===== config.mk =====
export PLATFORM = sky130hd
export DESIGN_NAME = fft_input_loader
export DESIGN_NICKNAME = d
export VERILOG_FILES = /design/src/rtl/fft_pkg.sv /design/src/rtl/fft_input_loader.sv
export SDC_FILE = /design/constraint.sdc
export NUM_CORES = 1
export LEC_CHECK = 0
export ABC_AREA = 1
export BUFFER_PORTS_ARGS = -buffer_cell sky130_fd_sc_hd__buf_2
export CORE_MARGIN = 4
export CORE_UTILIZATION = 23
export DETAILED_ROUTE_END_ITERATION = 10
export PLACE_DENSITY = 0.36
export RECOVER_POWER = 50
export SLEW_MARGIN = 10
export SYNTH_ARGS = -nofsm -noshare
export SYNTH_HDL_FRONTEND = slang
export SYNTH_SLANG_ARGS = --single-unit

===== constraint.sdc =====
create_clock -name clk -period 3.8 [get_ports clk]
set_clock_uncertainty 0.1 [all_clocks]
set_input_delay 0.38 -clock clk [delete_from_list [all_inputs] [get_ports clk]]
set_output_delay 0.38 -clock clk [all_outputs]
set_load 0.02 [all_outputs]

===== src/rtl/fft_pkg.sv =====
// fft_pkg: shared sizes, sample type, loader states and index bit-reversal for the 8-point FFT
package fft_pkg;
  localparam int FFT_N     = 4;
  localparam int FFT_PTS   = 8;
  localparam int FFT_IDX_W = 3;
  typedef logic [2**FFT_N-1:0] fft_sample_t;
  typedef enum logic {FILL, PEND} state_e;
  function automatic logic [FFT_IDX_W-1:0] bitrev3(input logic [FFT_IDX_W-1:0] i);
    return {i[0], i[1], i[2]};
  endfunction
endpackage


===== src/rtl/fft_input_loader.sv =====
// fft_input_loader: assembles serial samples into 8-sample frames for the FFT; FFT_LOADER_BITREV_EN selects bit-reversed output order
module fft_input_loader
  import fft_pkg::*;
#(
  parameter int N = FFT_N
) (
  input  logic            clk,
  input  logic            rst,
  input  logic [2**N-1:0] in_data,
  input  logic            in_valid,
  input  logic            in_sof,
  output logic            in_ready,
  input  logic            out_hold,
  output logic [2**N-1:0] a0,
  output logic [2**N-1:0] a1,
  output logic [2**N-1:0] a2,
  output logic [2**N-1:0] a3,
  output logic [2**N-1:0] a4,
  output logic [2**N-1:0] a5,
  output logic [2**N-1:0] a6,
  output logic [2**N-1:0] a7,
  output logic            out_valid,
  output logic [7:0]      frame_cnt,
  output logic            sof_err
);
  localparam int W = 2**N;
  state_e                 state_q, state_d;
  logic [FFT_IDX_W-1:0]   wr_idx_q, wr_idx_d, idx;
  logic [W-1:0]           bank_q [FFT_PTS];
  logic [W-1:0]           bank_d [FFT_PTS];
  logic [W-1:0]           out_q  [FFT_PTS];
  logic [W-1:0]           out_d  [FFT_PTS];
  logic                   load, out_valid_q, sof_err_q, sof_err_d;
  logic [7:0]             frame_cnt_q;

  function automatic logic [FFT_IDX_W-1:0] out_pos(input int i);
`ifdef FFT_LOADER_BITREV_EN
    return bitrev3(FFT_IDX_W'(i));
`else
    return FFT_IDX_W'(i);
`endif
  endfunction

  assign in_ready  = state_q == FILL;
  assign out_valid = out_valid_q;
  assign frame_cnt = frame_cnt_q;
  assign sof_err   = sof_err_q;
  assign {a0, a1, a2, a3, a4, a5, a6, a7} =
    {out_q[0], out_q[1], out_q[2], out_q[3], out_q[4], out_q[5], out_q[6], out_q[7]};

  // Sample capture, frame completion and the FILL/PEND decision; a completed frame
  // loads straight from bank_d so the sample arriving this cycle is included.
  always_comb begin
    state_d   = state_q;
    wr_idx_d  = wr_idx_q;
    bank_d    = bank_q;
    out_d     = out_q;
    sof_err_d = sof_err_q;
    load      = 1'b0;
    idx       = in_sof ? '0 : wr_idx_q;
    if (state_q == FILL && in_valid) begin
      bank_d[idx] = in_data;
      wr_idx_d    = idx + 1'b1;
      sof_err_d   = sof_err_q | (in_sof && wr_idx_q != '0);
      if (idx == FFT_IDX_W'(FFT_PTS - 1)) begin
        state_d = out_hold ? PEND : FILL;
        load    = !out_hold;
      end
    end else if (state_q == PEND && !out_hold) begin
      state_d = FILL;
      load    = 1'b1;
    end
    if (load)
      for (int i = 0; i < FFT_PTS; i++) out_d[out_pos(i)] = bank_d[i];
  end

  // State, bank, output frame and status registers; reset drops any partial or pending frame.
  always_ff @(posedge clk or negedge rst) begin
    if (!rst) begin
      state_q     <= FILL;
      wr_idx_q    <= '0;
      out_valid_q <= 1'b0;
      frame_cnt_q <= '0;
      sof_err_q   <= 1'b0;
      for (int i = 0; i < FFT_PTS; i++) begin
        bank_q[i] <= '0;
        out_q[i]  <= '0;
      end
    end else begin
      state_q     <= state_d;
      wr_idx_q    <= wr_idx_d;
      out_valid_q <= load;
      frame_cnt_q <= frame_cnt_q + 8'(load);
      sof_err_q   <= sof_err_d;
      bank_q      <= bank_d;
      out_q       <= out_d;
    end
  end
endmodule


==> out/results.txt <==
Clock Sinks - 270
fin. max-slew vios - 0
Initial DRT Pass Iterations - 5
status - finished, final reports clean
synthesis-to-layout area growth - 21.5%
Period Utilization, post-route - 72.0%
clk_lat worst skew - 550 ps
DRC viols - 0
Crit path largest cell delay - 450 ps
first-pass GRT wire length - 58900 µm
largest net degree at the start of global routing - 106
Ports - 160
sequential share of the synthesized area - 58.9%
commonest non-fill, non-tap cell in the layout - nand2_1
Synth async-reset ratio - 100%
WS Path Type - register to register
critical path arrival - 3100 ps
Main synth FF type - dfrtp_1
Yosys Warn Count - 0
FILL cells - 5331
EDFF count, synth - 0
Required @ worst endpoint - 4160 ps
Yosys cell types - 22
placeable core area - 49200 µm²
worst vdd ir - 0.000303 V
CP Capture Type - register
CP Launch Type - register
GRT Residual Overflow - 0
most frequent cells in the layout - nand2_1, dfrtp_1, nand3_1
RePlAce Congestion - 0.699
vias per cell - 4.14
syn_area_per_cell - 8.80 µm²
root buffer cell - clkbuf_16
Die Wd - 231 µm
Bufs on Longest Clock Path - 3
CP Max Fanout - 44
Ant. Diodes - 0
Max Cap Violations - 0
dpl hpwl - 23500 µm
vias in the first global route - 9005
Hold Fails Final Rpt - 0
initial antenna violation count - 1
H-Tree Depth - 2
unrepaired setup endpoints after global routing - no
die height - 231 µm
delay-heaviest family, CP - buffers and inverters
final setup violation count - 0
initial drt markers - 563
CTS clk-pin slew, worst paths - 60 ps
cts bufs inserted - 35
worst slew pin tran - 1480 ps
maximum clock rate - 365 MHz
cell row count - 81
fraction of layout cells with a size suffix above 1 - 7.35%
Final Critical Period - 2740 ps
CP bufs+invs - 3
Via Count - 8878
DRT Wirelength - 38500 µm
Top cell by count, worst path - nand2_1
Slowest cell on crit path - dfrtp_1
max_slew headroom - 1.41%
Final ANT Viol Nets - 0
post-synthesis cell count - 1303
flops & latches, synth - 270
port buffer count - 159
mapped cell area - 11500 µm²
Die ar. - 53500 µm²
Setup Buffers After CTS - 0
GRT Total Usage - 14.5%
Net count, final - 1484
setup TNS - 0 ps
WL/cell - 17.9 µm
Worst Slack Setup Final - 1060 ps
Post-Place Worst Slack - 999 ps
Hold/Removal Path Class - input port to register
Syn Nets - 1328
CTS tree - built
CP cell instances - nand2_1, inv_1, ha_1, ha_1, a21oi_1, nor2_4, inv_4, buf_4, nand2_1, nand2_1
Pwr per Cell Area - 813 nW/µm²
P_leak - 7.01 nW
initial core utilization - 23.3%
[worst reg2reg max path, delay by kind of cell (launching register included)]
| kind | cells | cell delay (ps) |
|---|---|---|
| AO/OA/AOI/OAI | 1 | 290 |
| adder cells (fa/ha/maj) | 2 | 380 |
| buffers and inverters | 3 | 920 |
| flip-flops | 1 | 450 |
| AND/OR/NAND/NOR | 4 | 520 |
[synth_stat cells, types with 3 or more instances]
master	number	area, µm²
clkbuf_1	19	71.3
buf_1	9	33.8
and2_1	128	801
nand2_2	6	37.5
nor2_4	5	56.3
xor2_1	3	26.3
nor2_1	6	22.5
ha_1	4	50.1
buf_2	32	160
nand2_1	394	1480
a21oi_1	3	15.0
dfrtp_1	270	6760
nand3_1	259	1300
inv_1	154	578
[power by group]
group          switching (mW)  internal (mW)
sequential              0.621           4.12
combinational            2.29           1.11
clock                    1.30           1.89
total                    4.21           7.12
[cell families (layout without fill, tap and decap cells)]
| logic type | after synthesis | count (layout) | synth area share (%) |
|---|---|---|---|
| compound gates | 5 | 5 | 0.273 |
| flops | 270 | 270 | 58.9 |
| fa+ha+maj | 4 | 4 | 0.437 |
| mux | 1 | 1 | 0.0982 |
| simple gates | 800 | 800 | 32.3 |
| xor+xnor | 5 | 5 | 0.382 |
| buf+inv | 218 | 398 | 7.55 |
[path summary, 6_finish.rpt]
check / start / end / slack [ps] / cells after the start
max: wr_idx_q[1]$_DFFE_PN0N_ / a2[7]$_DFFE_PN0N_ / 1060 / 10
max reg2reg: wr_idx_q[1]$_DFFE_PN0N_ / a2[7]$_DFFE_PN0N_ / 1060 / 10
min: in_valid / state_q$_DFFE_PN0P_ / 50 / 3
max in group asynchronous: rst / bank_q[82]$_DFF_PN0_ / 1210 / 3
min in group asynchronous: rst / bank_q[23]$_DFF_PN0_ / 390 / 2
min reg2reg: a6[1]$_DFFE_PN0N_ / a6[1]$_DFFE_PN0N_ / 370 / 2
[timing repair]
action	in CTS	in global routing
hold buffers	2	0
resized for setup	0	0
hold endpoints to repair	100	0
[per-stage QoR]
stage          utilization [%]  hold WS (ps)  std cells  cell area [µm²]  power (mW)
2_1_floorplan                -         -15.6       1303            11500        7.03
3_3_place_gp              26.5           360       2084            13000        8.40
3_5_place_dp              26.5           362       2084            13000        8.42
4_1_cts                   28.7          30.2       2147            14100        11.7
5_1_grt                   28.3          51.2       2147            13900        12.2
6_report                  28.3          53.9       2147            13900        11.3
[metal layers]
metal / GRT usage (%) / share of wire [%] / vias to the layer above
met5: 0 / 0 / -
met4: 4.17 / 2.1 / 0
met3: 2.85 / 4.4 / 48
met2: 22.6 / 45 / 165
met1: 20.5 / 48 / 4300
li1: - / - / 4365
[final cells by class]
type / instances / area [µm²] / share of cell area, %
clock buffer: 59 / 1060 / 7.59
clock inverter: 2 / 25.0 / 0.180
inverter: 156 / 588 / 4.22
multi-input combinational: 815 / 3840 / 27.6
sequential: 270 / 6760 / 48.5
tap: 664 / 831 / 5.96
timing repair buffer: 181 / 831 / 5.96
[registers in the layout (all words and copies together) (netlist names)]
name	cells
state_q	1
a3	16
a7	16
out_valid	1
a5	16
a4	16
a2	16
bank_q	128
a0	16
wr_idx_q	3
sof_err	1
a1	16
a6	16
frame_cnt	8
(Power assumes the default switching activity.)
